[config.mk]
export PLATFORM = sky130hd
export DESIGN_NAME = gpio_input_conditioner
export DESIGN_NICKNAME = d
export VERILOG_FILES = /design/src/rtl/gpio_pkg.sv /design/src/rtl/gpio_debounce_chan.sv /design/src/rtl/gpio_input_conditioner.sv
export SDC_FILE = /design/constraint.sdc
export NUM_CORES = 1
export LEC_CHECK = 0
export BUFFER_PORTS_ARGS = -buffer_cell sky130_fd_sc_hd__buf_2
export CAP_MARGIN = 20
export CORE_MARGIN = 1.5
export CORE_UTILIZATION = 40
export DETAILED_ROUTE_END_ITERATION = 16
export PLACE_DENSITY = 0.62
export SLEW_MARGIN = 40
export SYNTH_ARGS = -nofsm -noshare
export SYNTH_HDL_FRONTEND = slang
export SYNTH_SLANG_ARGS = --single-unit
[constraint.sdc]
create_clock -name clk -period 4.7 [get_ports clk]
set_input_delay 0.94 -clock clk [delete_from_list [all_inputs] [get_ports clk]]
set_output_delay 0.94 -clock clk [all_outputs]
set_load 0.005 [all_outputs]
[src/rtl/gpio_pkg.sv]
// Shared constants for the GPIO input conditioner: channel count,
// channel index map {sw[7:0], btnc, btnr, btnd, btnl, btnu} and default timing.
package gpio_pkg;

    localparam int unsigned GPIO_N_IN = 13;

    localparam int unsigned GPIO_BTNU = 0;
    localparam int unsigned GPIO_BTNL = 1;
    localparam int unsigned GPIO_BTND = 2;
    localparam int unsigned GPIO_BTNR = 3;
    localparam int unsigned GPIO_BTNC = 4;
    localparam int unsigned GPIO_SW0  = 5;
    localparam int unsigned GPIO_SW1  = 6;
    localparam int unsigned GPIO_SW2  = 7;
    localparam int unsigned GPIO_SW3  = 8;
    localparam int unsigned GPIO_SW4  = 9;
    localparam int unsigned GPIO_SW5  = 10;
    localparam int unsigned GPIO_SW6  = 11;
    localparam int unsigned GPIO_SW7  = 12;

    // 2.5 ms and 2 s at 100 MHz
    localparam int unsigned GPIO_DEBOUNCE_CYCLES = 250000;
    localparam int unsigned GPIO_LONG_CYCLES     = 200000000;

endpackage

[src/rtl/gpio_debounce_chan.sv]
// One GPIO channel: 2-flop synchroniser, counter debounce, registered level
// and one-cycle rise/fall pulses. Long-press hold counter is built only when
// GPIO_INPUT_CONDITIONER_LONGPRESS_EN is defined; otherwise long_pulse is 0.
module gpio_debounce_chan
    import gpio_pkg::*;
#(
    parameter int unsigned DEBOUNCE_CYCLES = GPIO_DEBOUNCE_CYCLES,
    parameter int unsigned LONG_CYCLES     = GPIO_LONG_CYCLES
) (
    input  logic clk,
    input  logic rstn,
    input  logic raw_in,
    output logic level_out,
    output logic rise_pulse,
    output logic fall_pulse,
    output logic long_pulse
);

    localparam int unsigned CNT_W = $clog2(DEBOUNCE_CYCLES + 1);

    logic             sync_meta_q;
    logic             sync_q;
    logic             level_q, level_d;
    logic [CNT_W-1:0] cnt_q, cnt_d;
    logic             rise_q, rise_d;
    logic             fall_q, fall_d;

    // Two-stage synchroniser for the asynchronous pin
    always_ff @(posedge clk or negedge rstn) begin
        if (!rstn) begin
            sync_meta_q <= 1'b0;
            sync_q      <= 1'b0;
        end else begin
            sync_meta_q <= raw_in;
            sync_q      <= sync_meta_q;
        end
    end

    // Debounce: count consecutive cycles of disagreement, accept on the last one
    always_comb begin
        level_d = level_q;
        cnt_d   = cnt_q;
        rise_d  = 1'b0;
        fall_d  = 1'b0;
        if (sync_q == level_q) begin
            cnt_d = '0;
        end else if (cnt_q == CNT_W'(DEBOUNCE_CYCLES - 1)) begin
            level_d = sync_q;
            cnt_d   = '0;
            rise_d  = sync_q;
            fall_d  = ~sync_q;
        end else begin
            cnt_d = cnt_q + CNT_W'(1);
        end
    end

    // Debounce state and edge-pulse registers
    always_ff @(posedge clk or negedge rstn) begin
        if (!rstn) begin
            level_q <= 1'b0;
            cnt_q   <= '0;
            rise_q  <= 1'b0;
            fall_q  <= 1'b0;
        end else begin
            level_q <= level_d;
            cnt_q   <= cnt_d;
            rise_q  <= rise_d;
            fall_q  <= fall_d;
        end
    end

    assign level_out  = level_q;
    assign rise_pulse = rise_q;
    assign fall_pulse = fall_q;

`ifdef GPIO_INPUT_CONDITIONER_LONGPRESS_EN
    localparam int unsigned HOLD_W = $clog2(LONG_CYCLES + 1);

    logic [HOLD_W-1:0] hold_q, hold_d;
    logic              long_q, long_d;

    // Hold counter follows the next level so the rise cycle counts as 1; saturates
    always_comb begin
        hold_d = '0;
        long_d = 1'b0;
        if (level_d) begin
            if (hold_q != HOLD_W'(LONG_CYCLES)) begin
                hold_d = hold_q + HOLD_W'(1);
            end else begin
                hold_d = hold_q;
            end
            long_d = (hold_q == HOLD_W'(LONG_CYCLES - 1));
        end
    end

    // Hold counter and long-press pulse registers
    always_ff @(posedge clk or negedge rstn) begin
        if (!rstn) begin
            hold_q <= '0;
            long_q <= 1'b0;
        end else begin
            hold_q <= hold_d;
            long_q <= long_d;
        end
    end

    assign long_pulse = long_q;
`else
    assign long_pulse = 1'b0;
`endif

endmodule

[src/rtl/gpio_input_conditioner.sv]
// Board-level GPIO input conditioner: N_IN independent debounce channels
// between the pins and rtl_top. Optional long-press events are enabled by
// defining GPIO_INPUT_CONDITIONER_LONGPRESS_EN.
module gpio_input_conditioner
    import gpio_pkg::*;
#(
    parameter int unsigned N_IN            = GPIO_N_IN,
    parameter int unsigned DEBOUNCE_CYCLES = GPIO_DEBOUNCE_CYCLES,
    parameter int unsigned LONG_CYCLES     = GPIO_LONG_CYCLES
) (
    input  logic            clk,
    input  logic            rstn,
    input  logic [N_IN-1:0] raw_in,
    output logic [N_IN-1:0] level_out,
    output logic [N_IN-1:0] rise_pulse,
    output logic [N_IN-1:0] fall_pulse,
    output logic [N_IN-1:0] long_pulse
);

    for (genvar i = 0; i < N_IN; i++) begin : g_chan
        gpio_debounce_chan #(
            .DEBOUNCE_CYCLES(DEBOUNCE_CYCLES),
            .LONG_CYCLES    (LONG_CYCLES)
        ) u_chan (
            .clk       (clk),
            .rstn      (rstn),
            .raw_in    (raw_in[i]),
            .level_out (level_out[i]),
            .rise_pulse(rise_pulse[i]),
            .fall_pulse(fall_pulse[i]),
            .long_pulse(long_pulse[i])
        );
    end

endmodule

==> results.json <==
{
  "finalPower_w": 0.00571,
  "crit_arrival_ns": 1.13,
  "syn-cell-area_mm2": 0.0145,
  "seq_area_frac_synth_pct": 51.7,
  "cts_buffer_depth": 3,
  "cts_inserted_buffers": 35,
  "dieArea_mm2": 0.0373,
  "routedWlPerCell_um": 14.0,
  "dp_hpwl_mm": 17.8,
  "grt_usage_pct": 15.0,
  "slew_viol_final": 0,
  "ys_ff_latch": 299,
  "drc": 0,
  "slew_headroom_pct": 55.5,
  "die_width_um": 193,
  "synth_cells": 1371,
  "finalSetupViolations": 0,
  "status": "completed",
  "clock-root-buffer": "clkbuf_16",
  "via_per_inst": 5.14,
  "grt-ovfl-total": 0,
  "tightest_slew_ns": 0.667,
  "grt_max_degree": 104,
  "worst-path-stages": 1,
  "crit_type": "register to output port",
  "final_antenna_net_count": 0,
  "gp_congestion": 0.802,
  "core_mm2": 0.0356,
  "syn_avg_cell_area_um2": 10.5,
  "hold_buffers": 0,
  "clk_pin_slew_worst_paths_ns": 0.06,
  "end_kind": "output port",
  "min_period_ns": 2.07,
  "grt_pass1_wl_mm": 46.3,
  "finalHoldViolations": 0,
  "r2r_cells": 5,
  "crit_required_ns": 3.76,
  "ir_worst_vdd_mv": 0.259,
  "ys_types": 52,
  "cp_slowest_cell": "dfrtp_1",
  "antennaDiodeCount": 0,
  "ys.flop_type": "dfrtp_1",
  "ioPinCount": 67,
  "powerDensity_mw_per_mm2": 351,
  "io_buffers": 53,
  "maxCapViolCount": 0,
  "leakage_nw": 6.76,
  "yosysWarnings": 0,
  "final.setup.tns_ns": 0,
  "path_max_fanout": 5,
  "hp-class": "primary input to asynchronous set/reset pin",
  "area_growth_pct": 12.6,
  "async_flop_share_pct": 100,
  "drt-pass1-iter-count": 5,
  "path_buf_inv": 1,
  "post-route-period-util_pct": 44.0,
  "die_h_um": 193,
  "clk_latency_ns": 0.55,
  "initial_core_util_pct": 40.7,
  "worstSetupStartpointType": "register",
  "nets": 1439,
  "cts-resized-gates": 0,
  "crit_chain": "buf_2",
  "clkSinkCount": 299,
  "grt_pass1_vias": 9608,
  "drive_gt1_share_pct": 12.7,
  "grt_setup_unrepaired": "no",
  "cts_setup_buffers": 0,
  "fmax_mhz": 483,
  "drt_iter0_markers": 427,
  "synth_edf_count": 0,
  "fillers": 3320,
  "cp_slowest_stage_delay_ns": 0.44,
  "cpLargestDelayFamily": "flip-flops",
  "drt_wl_total_mm": 26.6,
  "cts_tree": "done",
  "clock_skew_ns": 0.0266,
  "cts-htree-levels": 2,
  "rows": 69,
  "via_count": 9765,
  "antenna_found_initial": 0
}
[path summary, 6_finish.rpt]
kind / startpoint / end / slack (ns)
min in group clk: g_chan[8].u_chan.sync_meta_q / g_chan[8].u_chan.sync_q / 0.35
worst max-delay path: g_chan[10].u_chan.level_out / level_out[10] / 2.63
max in group asynchronous: rstn / g_chan[10].u_chan.cnt_q[13] / 3.31
worst min-delay path: rstn / g_chan[6].u_chan.fall_pulse / 0.26
worst max register to register: g_chan[2].u_chan.cnt_q[9] / g_chan[2].u_chan.cnt_q[6] / 2.67
worst min register to register: g_chan[8].u_chan.sync_meta_q / g_chan[8].u_chan.sync_q / 0.35
[cell families after synthesis]
logic type,Yosys count,synth area share [%]
other,1,0.0259
AOI/OAI and AO/OA,53,3.76
muxes,14,1.19
buffers and inverters,106,4.38
xor gates and xnor gates,200,12.1
DFF,299,51.7
adders and majority gates,13,1.12
and+or+nand+nor,685,25.7
[power by group]
group,total [W],internal (W),switching (W),leakage (nW)
registers,0.00265,0.00261,0.0000384,4.09
clock network,0.00289,0.00180,0.00109,0.622
logic,0.000169,0.0000567,0.000113,2.05
[state kept, by name, indices dropped and copies added, names as in the netlist]
name                       count
g_chan.u_chan.sync_q          13
g_chan.u_chan.rise_pulse      13
g_chan.u_chan.level_out       13
g_chan.u_chan.fall_pulse      13
g_chan.u_chan.cnt_q          234
g_chan.u_chan.sync_meta_q     13
[layout make-up]
type | instances | area, um2 | share of cell area [%]
Timing Repair Buffer | 70 | 465 | 2.86
Clock buffer | 48 | 1010 | 6.23
Multi-Input combinational cell | 978 | 6400 | 39.3
Clock inverter | 15 | 244 | 1.50
Sequential cell | 299 | 7480 | 46.0
Tap cell | 461 | 577 | 3.54
Inverter | 27 | 101 | 0.622
[per-stage QoR]
step                hold WS (ns)  worst slack [ns]  instance area (um2)  instances  util (%)
floorplan                  0.331              2.85                14500       1383         -
global placement           0.333              2.58                14900       1824      41.8
detailed placement         0.335              2.61                15000       1834      42.2
CTS                        0.348              2.57                16300       1897      45.7
global route               0.255              2.46                16300       1898      45.8
finish                     0.258              2.63                16300       1898      45.8
[layout by cell type, fill, tap and decap left out, drive strengths merged, types with 3 or more instances in the layout]
| master | netlist | layout |
|---|---|---|
| conb | 1 | 13 |
| nor3 | 41 | 41 |
| dfrtp | 299 | 299 |
| inv | 27 | 28 |
| nand4 | 76 | 76 |
| and4 | 16 | 16 |
| or4 | 17 | 17 |
| nand3b | 5 | 5 |
| ha | 13 | 13 |
| and3 | 21 | 21 |
| nand3 | 85 | 85 |
| nor2 | 230 | 230 |
| nor4b | 13 | 13 |
| o31ai | 8 | 8 |
| bufinv | 0 | 5 |
| nand2 | 63 | 63 |
| clkinv | 0 | 9 |
| nor4 | 63 | 63 |
| a21oi | 19 | 19 |
| o41ai | 15 | 15 |
| or4b | 7 | 7 |
| buf | 67 | 70 |
| nor3b | 29 | 29 |
| or3 | 10 | 10 |
| mux2 | 13 | 13 |
| o21ai | 9 | 9 |
| xnor2 | 140 | 140 |
| clkbuf | 12 | 48 |
| xor2 | 60 | 60 |
| or2 | 3 | 3 |
[Yosys cell counts (8+ instances only)]
cell type | n | share of area (%)
nand2_1 | 63 | 1.6
clkbuf_1 | 9 | 0.23
o41ai_4 | 10 | 1.9
ha_1 | 13 | 1.1
nor3b_1 | 29 | 1.5
and4_1 | 16 | 0.97
and3_1 | 21 | 0.91
buf_4 | 54 | 2.8
nor2_1 | 230 | 6.0
a21oi_1 | 19 | 0.66
dfrtp_1 | 299 | 52
nor4_1 | 62 | 2.7
nor3_1 | 41 | 1.4
nand4_1 | 69 | 3.0
nor4b_1 | 10 | 0.61
buf_2 | 11 | 0.38
xnor2_1 | 140 | 8.5
o31ai_1 | 8 | 0.42
or4_4 | 8 | 0.62
or4_1 | 9 | 0.47
nand3_1 | 85 | 2.9
inv_1 | 27 | 0.70
xor2_1 | 60 | 3.6
[layer usage]
layer  part of all wire [%]  global-route usage, %
met5                      0                      0
met1                     48                   20.7
met4                    2.5                   5.62
met2                     46                   23.6
met3                    3.2                   2.62
(Power assumes the default switching activity.)
